$ cat config.mk
export PLATFORM = sky130hd
export DESIGN_NAME = snake_draw_scheduler
export DESIGN_NICKNAME = d
export VERILOG_FILES = /design/src/rtl/snake_draw_scheduler.sv
export SDC_FILE = /design/constraint.sdc
export NUM_CORES = 1
export LEC_CHECK = 0
export CORE_ASPECT_RATIO = 0.9
export CORE_MARGIN = 1
export CORE_UTILIZATION = 45
export CTS_CLUSTER_SIZE = 40
export DETAILED_ROUTE_END_ITERATION = 10
export MAX_ROUTING_LAYER = met4
export PLACE_DENSITY = 0.77
export SYNTH_ARGS = -nofsm -noshare
export SYNTH_HDL_FRONTEND = slang
export SYNTH_SLANG_ARGS = --single-unit
export TNS_END_PERCENT = 50
$ cat constraint.sdc
create_clock -name CLOCK_50 -period 4.85 [get_ports CLOCK_50]
set_input_delay 1.2125 -clock CLOCK_50 [delete_from_list [all_inputs] [get_ports CLOCK_50]]
set_output_delay 1.2125 -clock CLOCK_50 [all_outputs]
set_load 0.02 [all_outputs]
$ cat src/rtl/snake_draw_scheduler.sv
// Pixel-write scheduler for the snake game: arbitrates clear/erase/head/food
// requests and rasterises each into single-pixel writes for the VGA adapter.
module snake_draw_scheduler #(
   parameter int         SCR_W    = 160,
   parameter int         SCR_H    = 120,
   parameter logic [8:0] BG_COLOR = 9'b000_000_000
) (
   input  logic       CLOCK_50,
   input  logic       resetn,
   input  logic       clear_req,
   input  logic       erase_req,
   input  logic [7:0] erase_x,
   input  logic [6:0] erase_y,
   input  logic       head_req,
   input  logic [7:0] head_x,
   input  logic [6:0] head_y,
   input  logic [8:0] head_color,
   input  logic       food_req,
   input  logic [7:0] food_x,
   input  logic [6:0] food_y,
   input  logic [8:0] food_color,
   output logic       erase_ack,
   output logic       head_ack,
   output logic       food_ack,
   output logic       busy,
   output logic       done,
   output logic [7:0] VGA_X,
   output logic [6:0] VGA_Y,
   output logic [8:0] VGA_COLOR,
   output logic       plot
);

   typedef enum logic [1:0] {IDLE = 2'd0, CLEAR = 2'd1, CELL = 2'd2, FIN = 2'd3} state_t;

   localparam logic [7:0] LP_X_LAST = 8'(SCR_W - 1);
   localparam logic [6:0] LP_Y_LAST = 7'(SCR_H - 1);

   state_t     r_state;
   state_t     w_next_state;
   logic       r_clear_pending;
   logic [7:0] r_bx;
   logic [6:0] r_by;
   logic [8:0] r_color;
   logic [3:0] r_i;
   logic [7:0] r_cx;
   logic [6:0] r_cy;

   logic       w_grant_clear, w_grant_erase, w_grant_head, w_grant_food;
   logic       w_pix_en, w_done, w_in_screen;
   logic [7:0] w_px_x;
   logic [6:0] w_px_y;
   logic [8:0] w_px_color;

   // Next-state selection and fixed-priority grant in IDLE.
   always_comb begin
      w_next_state  = r_state;
      w_grant_clear = 1'b0;
      w_grant_erase = 1'b0;
      w_grant_head  = 1'b0;
      w_grant_food  = 1'b0;
      w_pix_en      = 1'b0;
      w_done        = 1'b0;
      case (r_state)
         IDLE: begin
            if (r_clear_pending) begin
               w_next_state  = CLEAR;
               w_grant_clear = 1'b1;
            end else if (erase_req) begin
               w_next_state  = CELL;
               w_grant_erase = 1'b1;
            end else if (head_req) begin
               w_next_state  = CELL;
               w_grant_head  = 1'b1;
            end else if (food_req) begin
               w_next_state  = CELL;
               w_grant_food  = 1'b1;
            end else begin
               w_next_state  = IDLE;
            end
         end
         CLEAR: begin
            w_pix_en = 1'b1;
            if ((r_cx == LP_X_LAST) && (r_cy == LP_Y_LAST)) begin
               w_next_state = FIN;
            end else begin
               w_next_state = CLEAR;
            end
         end
         CELL: begin
            w_pix_en = 1'b1;
            if (r_i == 4'd15) begin
               w_next_state = FIN;
            end else begin
               w_next_state = CELL;
            end
         end
         FIN: begin
            w_done       = 1'b1;
            w_next_state = IDLE;
         end
         default: begin
            w_next_state = IDLE;
         end
      endcase
   end

   // Current pixel address/colour and its on-screen test (off-screen slots still take a cycle).
   always_comb begin
      w_px_x     = 8'd0;
      w_px_y     = 7'd0;
      w_px_color = BG_COLOR;
      if (r_state == CLEAR) begin
         w_px_x     = r_cx;
         w_px_y     = r_cy;
         w_px_color = BG_COLOR;
      end else begin
         w_px_x     = r_bx + {6'd0, r_i[1:0]};
         w_px_y     = r_by + {5'd0, r_i[3:2]};
         w_px_color = r_color;
      end
      w_in_screen = ({24'd0, w_px_x} < 32'(SCR_W)) && ({25'd0, w_px_y} < 32'(SCR_H));
   end

   // State, counters, latched request and registered outputs.
   always_ff @(posedge CLOCK_50 or negedge resetn) begin
      if (!resetn) begin
         r_state         <= IDLE;
         r_clear_pending <= 1'b1;
         r_bx            <= 8'd0;
         r_by            <= 7'd0;
         r_color         <= 9'd0;
         r_i             <= 4'd0;
         r_cx            <= 8'd0;
         r_cy            <= 7'd0;
         erase_ack       <= 1'b0;
         head_ack        <= 1'b0;
         food_ack        <= 1'b0;
         busy            <= 1'b0;
         done            <= 1'b0;
         VGA_X           <= 8'd0;
         VGA_Y           <= 7'd0;
         VGA_COLOR       <= 9'd0;
         plot            <= 1'b0;
      end else begin
         r_state         <= w_next_state;
         // A request on the entry edge itself is kept so it is not lost.
         r_clear_pending <= clear_req | (r_clear_pending & ~w_grant_clear);
         erase_ack       <= w_grant_erase;
         head_ack        <= w_grant_head;
         food_ack        <= w_grant_food;
         busy            <= (w_next_state != IDLE);
         done            <= w_done;

         if (w_pix_en && w_in_screen) begin
            VGA_X     <= w_px_x;
            VGA_Y     <= w_px_y;
            VGA_COLOR <= w_px_color;
            plot      <= 1'b1;
         end else begin
            plot      <= 1'b0;
         end

         if (w_grant_clear) begin
            r_cx <= 8'd0;
            r_cy <= 7'd0;
         end else if (r_state == CLEAR) begin
            if (r_cx == LP_X_LAST) begin
               r_cx <= 8'd0;
               r_cy <= r_cy + 7'd1;
            end else begin
               r_cx <= r_cx + 8'd1;
            end
         end

         if (w_grant_erase) begin
            r_bx    <= {erase_x[7:2], 2'b00};
            r_by    <= {erase_y[6:2], 2'b00};
            r_color <= BG_COLOR;
            r_i     <= 4'd0;
         end else if (w_grant_head) begin
            r_bx    <= {head_x[7:2], 2'b00};
            r_by    <= {head_y[6:2], 2'b00};
            r_color <= head_color;
            r_i     <= 4'd0;
         end else if (w_grant_food) begin
            r_bx    <= {food_x[7:2], 2'b00};
            r_by    <= {food_y[6:2], 2'b00};
            r_color <= food_color;
            r_i     <= 4'd0;
         end else if (r_state == CELL) begin
            r_i     <= r_i + 4'd1;
         end
      end
   end

endmodule

==> results.md, run 1 <==
- The run finished with clean final reports.
- The sequential area share after synthesis is 49.67%.
- The number of buffers added for setup after CTS is 0.
- The number of top-level pins is 99.
- The largest net degree at the start of global routing is 46.
- The proportion of register bits with asynchronous set or reset after synthesis is 100.0%.
- The post-route netlist has 12.85% of its cells at a drive strength greater than 1.
- The count of endpoints failing hold in the final timing report is 0.
- Row generation in the floorplan step produced 30 rows.
- The post-synthesis to final-layout area growth is 31.44%.
- For this design, the CTS-stage hold fixing added 0 buffers.
- In this run, synthesis inferred 0 flip-flops with an integrated enable.
- The final HPWL from detailed placement is 5.905 mm.
- The arrival time of the worst setup path is 3290 ps.
- The post-cts repair resize count is 0.
- By instance count, the leading cell after synthesis is dfrtp_1.
- The final-layout fill cell count is 639.
- The source-to-sink clock delay at the later pin of the worst-skew pair is 350 ps.
- Ranked by instance count, the synthesized netlist is headed by dfrtp_1, nor2_1, inv_1, o21ai_0, mux2_2.
- The worst path uses 63.78% of the clock period.
- Once the floorplan was initialized, standard cells occupied 47.40% of the core.
- The mapped netlist covers 0.003630 mm².
- The peak ir drop on the vdd network is 0.2202 mV.
- The number of buffers inserted during clock tree synthesis is 9.
- The largest fanout on the critical path is 14.
- The synthesized netlist net count is 420.
- The floorplan step defined a core boundary enclosing 0.007657 mm².
- The average vias per placed instance is 5.529.
- The number of port buffers is 86.
- The library cell with the largest summed area after synthesis is dfrtp_1.
- After the first detailed-routing iteration, the DRC count stood at 108.
- The worst path required time is 5050 ps.
- The flop and latch count out of synthesis is 72.
- Between clock sinks in the finished design, the worst skew comes to 9.935 ps.
- The distinct cell type count of the synthesized netlist is 47.
- The measured slew at the worst slew-check pin is 953.0 ps.
- Of the post-synthesis cell area, the dominant cell type holds 48.95%.
- The max-slew violation total from the final report is 0.
- The tree is rooted in a clkbuf_8.
- Static timing analysis puts the maximum clock frequency at 323.3 MHz.
- The number of maximum-capacitance constraint violations is 0.
- From bottom edge to top edge, the die measures 87.20 µm.
- In the final layout, the multi-input gates occupy 0.001629 mm².
- The clock drives 72 sinks.
- The final layout net count is 499.
- The total overflow left after global routing is 0.
- The final setup violation count is 0.
- At the end of the flow the core is filled with cells to 62.30%.
- The first global-routing pass estimated 13.92 mm of wire.
- Setup repair after global routing left no endpoint under its margin.
- TritonCTS built the clock tree.
- The worst pin sits at a relative slew slack of 36.47%.
- The die area is 0.008430 mm².
- The first detailed-routing pass took 4 iterations.
- In the post-synthesis netlist, the biggest area contributors are dfrtp_1, mux2_2, mux2i_1, o21ai_0, nor2_1.
- The maximum clock insertion buffer count is 2.
- After layout, the minimum clock period comes to 3093 ps.
- The routed layout has 2897 vias.
- The kind of capture point of the worst setup path is a flip-flop.
- The kind of critical path is input pin to flip-flop.
- The detail-routed net length per standard cell is 15.50 µm.
- In this run the horizontal extent of the chip is 96.67 µm.
- The repair_antennas step left the layout with diodes totalling 0.
- Across the whole layout, storage elements account for 0.001803 mm².
- The maximum level of the CTS H-tree is 3.
- Summed over all cells, the static leakage comes to 2.094 nW.
- In this run the remaining antenna-violating nets after routing total 0.
- The final sum of negative setup slack is 0 ps.
- For this run, the number of Yosys warnings is 0.
- Clock-pin slew was measured on the worst setup and hold paths at 70 ps.
- The via count of the first global-routing pass is 2874.
- The number of antenna violations at the first check in global routing is 0.
- After synthesis, the mean cell area works out to 10.55 µm².
- The worst setup path is launched from an input pin.
- The prevailing post-synth register cell is dfrtp_1.
- The power per cell area is 571.1 mW/mm².
- The type of the worst min-delay path is flip-flop to flip-flop.
- The total wire length is 8.123 mm.
- The overall global routing resource usage is 21.53%.
- The routability congestion estimate is 0.8637.
- For this run, design rule violations remaining after detail routing come to 0.
- Synthesis produced a netlist whose cell count is 344.
## cells in the final DEF, fill, tap and decap left out, types with 2 or more instances in the layout
cell type        synthesis  layout
clkdlybuf4s50_1          0      85
inv_1                   24      24
nand3_1                  5       5
bufinv_16                0       3
clkbuf_8                 0       9
and3_1                   6       6
o221ai_1                 9       9
o21ai_0                 24      24
or3_1                    3       3
xnor2_1                  3       3
nor2_1                  32      32
a22oi_1                  2       2
a21oi_1                  6       6
mux2i_1                 13      13
o41ai_1                  9       9
nand3_2                  2       2
dfrtp_1                 71      71
mux2_4                   7       7
o22ai_1                 10      10
a31oi_1                  9       9
nand4_1                  5       5
nand2b_1                 5       5
mux2_2                  19      19
o22a_1                   2       2
a21o_1                   3       3
xor2_1                   7       7
clkinv_2                 0       2
buf_4                    1       5
ha_1                     7       7
nand2_1                 18      18
nor3_1                   3       3
## flip-flops by register name, summed over array words and instances (netlist names)
register	count
r_cy	7
food_ack	1
done	1
r_bx	6
VGA_Y	7
busy	1
r_i	4
plot	1
r_cx	8
r_clear_pending	1
VGA_COLOR	9
head_ack	1
VGA_X	8
r_by	5
r_state	2
r_color	9
erase_ack	1
## worst paths after layout
path	endpoint	from	cells after the start	slack (ps)
worst max-delay path	r_color[8]$_DFFE_PN0P_	erase_req	5	1760
worst min-delay path	r_by[2]$_DFFE_PN0P_	r_by[2]$_DFFE_PN0P_	2	480
worst max register to register	VGA_X[2]$_DFFE_PN0P_	r_state[1]$_DFF_PN0_	7	2100
worst min register to register	r_by[2]$_DFFE_PN0P_	r_by[2]$_DFFE_PN0P_	2	480
max in group asynchronous	r_cx[6]$_DFFE_PN0P_	resetn	2	2910
min in group asynchronous	VGA_COLOR[8]$_DFFE_PN0P_	resetn	1	1020
## area by class of cell
cell class                      count  area share (%)
Clock buffer                       10           2.675
Clock inverter                      6           2.255
Inverter                           24           1.888
Multi-Input combinational cell    225           34.15
Sequential cell                    72           37.79
Tap cell                           96           2.518
Timing Repair Buffer               91           18.73
## critical path: stages
cell             delay, ps
clkdlybuf4s50_1        640
inv_1                  380
and3_1                 660
mux2i_1                290
o22ai_1                100
## layer usage
layer | wire length [µm] | share of wire (%) | track usage [%] | up-vias
met5 | 0 | 0 | - | -
met4 | 169 | 2.1 | 8.820 | 0
met3 | 411 | 5.1 | 3.852 | 13
met2 | 3782 | 47 | 33.87 | 103
met1 | 3759 | 46 | 27.82 | 1382
li1 | - | - | - | 1399
## stage by stage
step / instances / area (µm²) / hold slack (ps) / total power, mW / setup slack (ps)
CTS: 524 / 4771 / 490.5 / 2.744 / 1755
global placement: 508 / 4536 / 466.8 / 2.145 / 1454
finish: 524 / 4771 / 482.5 / 2.724 / 1757
detailed placement: 508 / 4536 / 473.5 / 2.181 / 1417
floorplan: 344 / 3630 / 446.0 / 1.756 / 2696
global route: 524 / 4771 / 532.2 / 2.897 / 1595
## kinds of logic after synthesis
| logic type | Yosys count | share of synthesized area [%] |
|---|---|---|
| mux | 39 | 12.38 |
| fa+ha+maj | 7 | 2.413 |
| buf+inv | 47 | 5.447 |
| compound gates | 81 | 15.51 |
| flops | 72 | 49.67 |
| xor+xnor | 10 | 2.413 |
| simple gates | 88 | 12.17 |
## report_power, final
group / switching (mW) / leakage [nW] / internal [mW] / total, mW
Combinational: 0.657 / 1.03 / 0.583 / 1.24
Clock: 0.219 / 0.116 / 0.340 / 0.559
Sequential: 0.117 / 0.951 / 0.807 / 0.925
Note: power is estimated with default switching activity, not from simulation.
==> inputs of run 2 (changes only) <==
CORE_UTILIZATION = 44   (was 45)
PLACE_DENSITY = 0.79   (was 0.77)
clock period = 2.7 ns   (was 4.85 ns; I/O delays follow)
==> results.md, run 2 (same netlist as run 1, synthesis figures left out) <==
- The flow ran to the end, but the final reports show violations.
- The checks that failed: design-rule violations.
- The length of the first detailed-routing pass in iterations came to 7 (+3).
- The global-route wire length before repair is 13.97 mm (+0.34%).
- The max-slew violation total from the final report is 0 (unchanged).
- The detail-routed net length per standard cell is 15.51 µm (about the same).
- Setup repair after global routing left no endpoint under its margin.
- The starting density of the core is 45.21% (-2.2 points).
- The area of the core region is 0.008029 mm² (+4.9%).
- The leakage component of the power came to 2.138 nW (+2.1%).
- The number of maximum-capacitance constraint violations came to 0 (unchanged).
- The share of the cycle needed by the critical path after routing is 83.89%.
- The diode insertion count for antenna repair is 0 (unchanged).
- The final HPWL from detailed placement came to 6.139 mm (+4.0%).
- The final-layout fill cell count is 642 (+0.47%).
- The die outline height is 88.17 µm (+1.1%).
- The worst slew margin relative to its limit is 63.12% (+27 points).
- The final sum of negative setup slack is 0 ps (unchanged).
- The final layout net count is 509 (+2.0%).
- The largest net degree at the start of global routing came to 37 (-20%).
- The global route total overflow is 0 (unchanged).
- The average vias per placed instance is 5.486 (-0.77%).
- The time the final worst path needs with I/O delays and setup is 2265 ps.
- The arrival time of the worst setup path is 2520 ps (-770 ps).
- The maximum level of the CTS H-tree came to 3 (unchanged).
- The area used by multi-input combinational logic is 0.001629 mm² (unchanged).
- The largest registers in the layout are VGA_COLOR (9), r_color (9).
- The number of buffers added for setup after CTS was 0 (unchanged).
- The number of antenna violations at the first check in global routing is 0 (unchanged).
- In this run the worst hold path is classified as input pin to asynchronous set/reset pin.
- The violation count after the first detailed-route iteration was 218 (+100%).
- The maximum clock insertion buffer count is 2 (unchanged).
- The count of endpoints failing hold in the final timing report came to 0 (unchanged).
- The peak ir drop on the vdd network is 0.7825 mV (+260%).
- The power per cell area is 1015 mW/mm² (+78%).
- The worst path required time is 2960 ps (-2090 ps).
- The post-CTS clock slew at the launch and capture registers of the worst setup and hold paths is 80 ps (about the same).
- The measured slew at the worst slew-check pin is 553.3 ps (-399.7 ps).
- The post-cts repair resize count is 0 (unchanged).
- The die area is 0.008617 mm² (+2.2%).
- The number of buffers inserted during clock tree synthesis is 9 (unchanged).
- The clock sink total came to 72 (unchanged).
- In the layout the commonest cells are clkdlybuf4s50_1, dfrtp_1, nor2_1.
- The worst setup path is launched from a flip-flop.
- The register area is 0.001803 mm² (unchanged).
- The number of top-level pins is 99 (unchanged).
- The source-to-sink clock delay at the later pin of the worst-skew pair is 350 ps (about the same).
- The width of the die is 97.74 µm (+1.1%).
- The count of hold-fix buffers inserted at cts was 0 (unchanged).
- The via count of the first global-routing pass is 2874 (unchanged).
- The worst setup path is captured at a flip-flop.
- CTS placed an instance of clkbuf_8 at the clock tree root.
- The fmax is 441.5 MHz.
- The post-synthesis to final-layout area growth is 33.57%.
- The share of post-route cells with drive strength above 1 came to 14.84% (+2.0 points).
- The number of port buffers is 86 (unchanged).
- The number of vias after detailed routing was 2946 (+1.7%).
- The residual antenna-violating net count after detailed routing came to 0 (unchanged).
- The worst-case clock skew is 6.037 ps (-3.898 ps).
- TritonCTS built the clock tree.
- The tightest hold margin is 291.5 ps (-191.0 ps).
- The routability congestion estimate is 0.8409 (-2.6%).
- The standard-cell row count is 31 (+3.3%).
- The total wire length is 8.329 mm (+2.5%).
- The final setup violation count is 0 (unchanged).
- The residual DRC count was 2 (+2).
- The critical path is of the flip-flop to flip-flop type.
- The largest fanout on the critical path was 10 (-4).
- The leading cell type in the layout, fill and taps excluded is clkdlybuf4s50_1.
- The overall global routing resource usage is 21.25% (-0.28 points).
run 2: cell count changes in the layout (fill, tap and decap cells not counted):
cell	change
buf_4	+9
buf_12	+1
bufinv_16	-1
clkbuf_8	+1
clkinv_2	-1
clkinvlp_4	+1
run 2: worst max-delay path, cell delays in order (launching register included):
cell     delay, ps
dfrtp_1        420
inv_1           90
ha_1           310
buf_4          240
and4_1         360
nand3_2        180
or3_1          380
a21oi_1        180
run 2: path summary, 6_finish.rpt:
| kind | from | to | slack, ps | depth (start not counted) |
|---|---|---|---|---|
| max | r_state[1]$_DFF_PN0_ | r_cy[6]$_DFFE_PN0P_ | 440 | 7 |
| min | resetn | busy$_DFF_PN0_ | 290 | 1 |
| max reg2reg | r_state[1]$_DFF_PN0_ | r_cy[6]$_DFFE_PN0P_ | 440 | 7 |
| min reg2reg | r_by[2]$_DFFE_PN0P_ | r_by[2]$_DFFE_PN0P_ | 490 | 2 |
| max in group asynchronous | resetn | VGA_COLOR[1]$_DFFE_PN0P_ | 1800 | 2 |
| min in group CLOCK_50 | r_by[2]$_DFFE_PN0P_ | r_by[2]$_DFFE_PN0P_ | 490 | 2 |
run 2: area by class of cell:
| cell class | count | share of cell area [%] |
|---|---|---|
| well taps | 99 | 2.555 |
| inverters | 24 | 1.858 |
| clock buffers | 11 | 2.916 |
| clock inverters | 5 | 1.652 |
| multi-input cells | 225 | 33.60 |
| repair buffers | 101 | 20.23 |
| flip-flops and latches | 72 | 37.19 |
run 2: where the power goes:
group | switching (mW) | leakage, nW | internal (mW)
Clock | 0.396 | 0.106 | 0.544
Combinational | 1.20 | 1.08 | 1.11
Sequential | 0.217 | 0.951 | 1.45
run 2: through the flow:
| stage | setup slack, ps | std cells | utilization, % | cell area [µm²] | power (mW) |
|---|---|---|---|---|---|
| 3_3_place_gp | 438.4 | 521 | 57.63 | 4627 | 3.927 |
| 4_1_cts | 448.5 | 537 | 60.39 | 4848 | 4.952 |
| 2_1_floorplan | 951.8 | 344 | - | 3630 | 3.155 |
| 5_1_grt | 275.4 | 537 | 60.39 | 4848 | 5.211 |
| 6_report | 435.1 | 537 | 60.39 | 4848 | 4.919 |
| 3_5_place_dp | 404.6 | 521 | 57.63 | 4627 | 4.001 |
run 2: routing by layer:
| layer | GRT usage, % | vias to the layer above | share of wire (%) |
|---|---|---|---|
| met2 | 34.04 | 91 | 48 |
| met5 | - | - | 0 |
| li1 | - | 1415 | - |
| met3 | 3.113 | 11 | 4.1 |
| met1 | 27.63 | 1429 | 47 |
| met4 | 7.989 | 0 | 1.6 |
==> inputs of run 3 (changes only) <==
CORE_UTILIZATION = 45   (was 44)
PLACE_DENSITY = 0.77   (was 0.79)
clock period = 2.29 ns   (was 2.7 ns; I/O delays follow)
==> results.md, run 3 (same netlist as run 1, synthesis figures left out) <==
- The flow ran to the end, and the final reports show no timing, DRC or antenna violations.
- The number of vias after detailed routing was 2916 (-1.0%).
- The count of endpoints failing hold in the final timing report was 0 (unchanged).
- The final layout net count was 511 (+0.39%).
- The net switching power is 2.144 mW (+18%).
- The longest individual stage delay on the worst path is 400 ps (-20 ps).
- The critical path is of the flip-flop to flip-flop type.
- The global route total overflow is 0 (unchanged).
- The switching share of power came to 36.92% (+0.059 points).
- The number of buffers inserted during clock tree synthesis was 9 (unchanged).
- The count of hold-fix buffers inserted at cts is 0 (unchanged).
- The die outline height is 87.20 µm (-1.1%).
- The overall global routing resource usage came to 21.59% (+0.35 points).
- The max-slew violation total from the final report is 0 (unchanged).
- The average vias per placed instance came to 5.440 (-0.83%).
- Walking the worst path, the cells encountered are inv_1, ha_2, buf_12, and4_1, nand3_2, or3_1, a21oi_1.
- The length of the first detailed-routing pass in iterations was 4 (-3).
- The clock network power share is 17.3% (-1.8 points).
- The time the final worst path needs with I/O delays and setup is 2116 ps (-149.0 ps).
- The worst register-to-register path ends at r_cy[6]$_DFFE_PN0P_.
- The via count of the first global-routing pass was 2934 (+2.1%).
- STA classifies the critical path startpoint as a flip-flop.
- The worst-case clock skew came to 6.947 ps (+0.9099 ps).
- The starting density of the core was 47.40% (+2.2 points).
- The clock sink total is 72 (unchanged).
- The fmax is 472.6 MHz (+7.0%).
- The final setup violation count came to 0 (unchanged).
- The internal power summed over all cells is 3.664 mW (+18%).
- The area of the core region is 0.007657 mm² (-4.6%).
- The non-filler instance count after layout came to 536 (-0.19%).
- The largest registers in the layout are VGA_COLOR (9), r_color (9).
- The arrival time of the worst setup path is 2380 ps (-140 ps).
- The worst slew margin relative to its limit was 66.61% (+3.5 points).
- The die area was 0.008430 mm² (-2.2%).
- TritonCTS built the clock tree.
- The worst path required time came to 2560 ps (-400 ps).
- The library cell used as clock root buffer is clkbuf_8.
- The measured slew at the worst slew-check pin is 500.8 ps (-52.46 ps).
- Setup repair after global routing left no endpoint under its margin.
- The power per cell area is 1194 mW/mm² (+18%).
- The sequential share of power is 33.9% (about the same).
- The maximum clock insertion buffer count came to 2 (unchanged).
- The worst setup path is captured at a flip-flop.
- The post-synthesis to final-layout area growth is 34.02%.
- The number of port buffers is 86 (unchanged).
- The final sum of negative setup slack is 0 ps (unchanged).
- The global-route wire length before repair is 14.09 mm (+0.84%).
- The residual DRC count is 0 (-2).
- The slowest stage cell on the critical path is dfrtp_1.
- The leading cell type in the layout, fill and taps excluded is clkdlybuf4s50_1.
- The total wire length is 8.127 mm (-2.4%).
- The leakage component of the power was 2.154 nW (+0.75%).
- The cell total after placement is 520 (-0.19%).
- The post-CTS clock slew at the launch and capture registers of the worst setup and hold paths is 70 ps (about the same).
- The register-to-register setup slack is 170 ps (-260 ps).
- The routability congestion estimate came to 0.8325 (-1.0%).
- The source-to-sink clock delay at the later pin of the worst-skew pair came to 340 ps (about the same).
- The maximum level of the CTS H-tree is 3 (unchanged).
- Leaving out fill and tap cells, the most frequent cells in the layout are clkdlybuf4s50_1, dfrtp_1, nor2_1.
- The worst hold path belongs to the class input pin to asynchronous set/reset pin.
- The residual antenna-violating net count after detailed routing is 0 (unchanged).
- The fraction of power consumed by combinational cells was 48.7% (+1.7 points).
- The standard-cell row count is 30 (-3.2%).
- The largest net degree at the start of global routing came to 26 (-30%).
- The number of antenna violations at the first check in global routing is 0 (unchanged).
- The width of the die is 96.67 µm (-1.1%).
- The number of top-level pins was 99 (unchanged).
- The largest fanout on the critical path is 20 (+10).
- The number of cells on the worst reg-to-reg path is 7 (unchanged).
- The peak ir drop on the vdd network is 0.5578 mV (-29%).
- The diode insertion count for antenna repair was 0 (unchanged).
- The number of maximum-capacitance constraint violations is 0 (unchanged).
- The detail-routed net length per standard cell came to 15.16 µm (-2.2%).
- The share of post-route cells with drive strength above 1 was 15.23% (+0.39 points).
- The violation count after the first detailed-route iteration is 151 (-31%).
- The final HPWL from detailed placement is 6.071 mm (-1.1%).
- The reg-to-reg startpoint is r_state[1]$_DFF_PN0_.
- The share of the cycle needed by the critical path after routing was 92.40% (+8.5 points).
-- run 3: cell types whose count changed in the layout (fill, tap and decap cells not counted), sizes merged --
| cell | previous run | this run |
|---|---|---|
| clkinv | 1 | 2 |
| buf | 16 | 18 |
| clkbuf | 11 | 13 |
| clkinvlp | 2 | 0 |
| bufinv | 2 | 1 |
-- run 3: power by group through the flow --
stage / registers, mW / logic [mW] / clock network, mW
after floorplan: 2.16 / 1.56 / 0
after detailed placement: 1.99 / 2.82 / 0
final: 1.97 / 2.83 / 1.01
after global placement: 1.97 / 2.76 / 0
after global routing: 2.02 / 3.07 / 1.08
after CTS: 1.97 / 2.84 / 1.03
-- run 3: timing repair --
| item | in CTS | in global routing |
|---|---|---|
| buffers inserted | 0 | 0 |
| resized for setup | 0 | 1 |
| endpoints found under the setup margin | 0 | 2 |
-- run 3: layout make-up --
class	instances	area (µm²)
Clock buffer	13	158.9
Clock inverter	3	40.04
Fill cell	629	2793
Inverter	24	90.09
Multi-Input combinational cell	225	1632
Sequential cell	72	1803
Tap cell	96	120.1
Timing Repair Buffer	103	1021
-- run 3: worst max-delay path by stage --
| stage | from | to | cells after the start |
|---|---|---|---|
| floorplan | r_state[1]$_DFF_PN0_ | VGA_X[1]$_DFFE_PN0P_ | 7 |
| global placement | head_req | r_color[8]$_DFFE_PN0P_ | 6 |
| detailed placement | head_req | r_color[8]$_DFFE_PN0P_ | 6 |
| CTS | r_state[1]$_DFF_PN0_ | r_cy[6]$_DFFE_PN0P_ | 7 |
| global route | r_state[1]$_DFF_PN0_ | r_cy[6]$_DFFE_PN0P_ | 7 |
| finish | r_state[1]$_DFF_PN0_ | r_cy[6]$_DFFE_PN0P_ | 7 |
-- run 3: critical path: cells and delay by family, from the launching register on --
kind | cells | cell delay (ps)
simple gates | 3 | 890
buf+inv | 2 | 290
compound gates | 1 | 150
flops | 1 | 400
fa+ha+maj | 1 | 290
-- run 3: stage by stage --
stage          util [%]  instance area [µm²]  hold WS [ps]  power (mW)  worst slack (ps)
2_1_floorplan         -                 3630         276.9       3.720             541.8
3_3_place_gp      60.90                 4663         474.7       4.731             170.6
3_5_place_dp      60.90                 4663         481.4       4.814             126.8
4_1_cts           63.50                 4862         193.3       5.832             90.88
5_1_grt           63.53                 4865         219.5       6.169             37.37
6_report          63.53                 4865         189.0       5.808             174.0
-- run 3: per-layer routing --
layer  wire length (µm)  part of all wire [%]  global-route usage [%]  up-vias
met5                  0                     0                       -        -
met4                151                   1.9                   8.820        0
met3                394                   4.8                   4.013       13
met2               3764                    46                   32.84       96
met1               3817                    47                   28.77     1387
li1                   -                     -                       -     1420
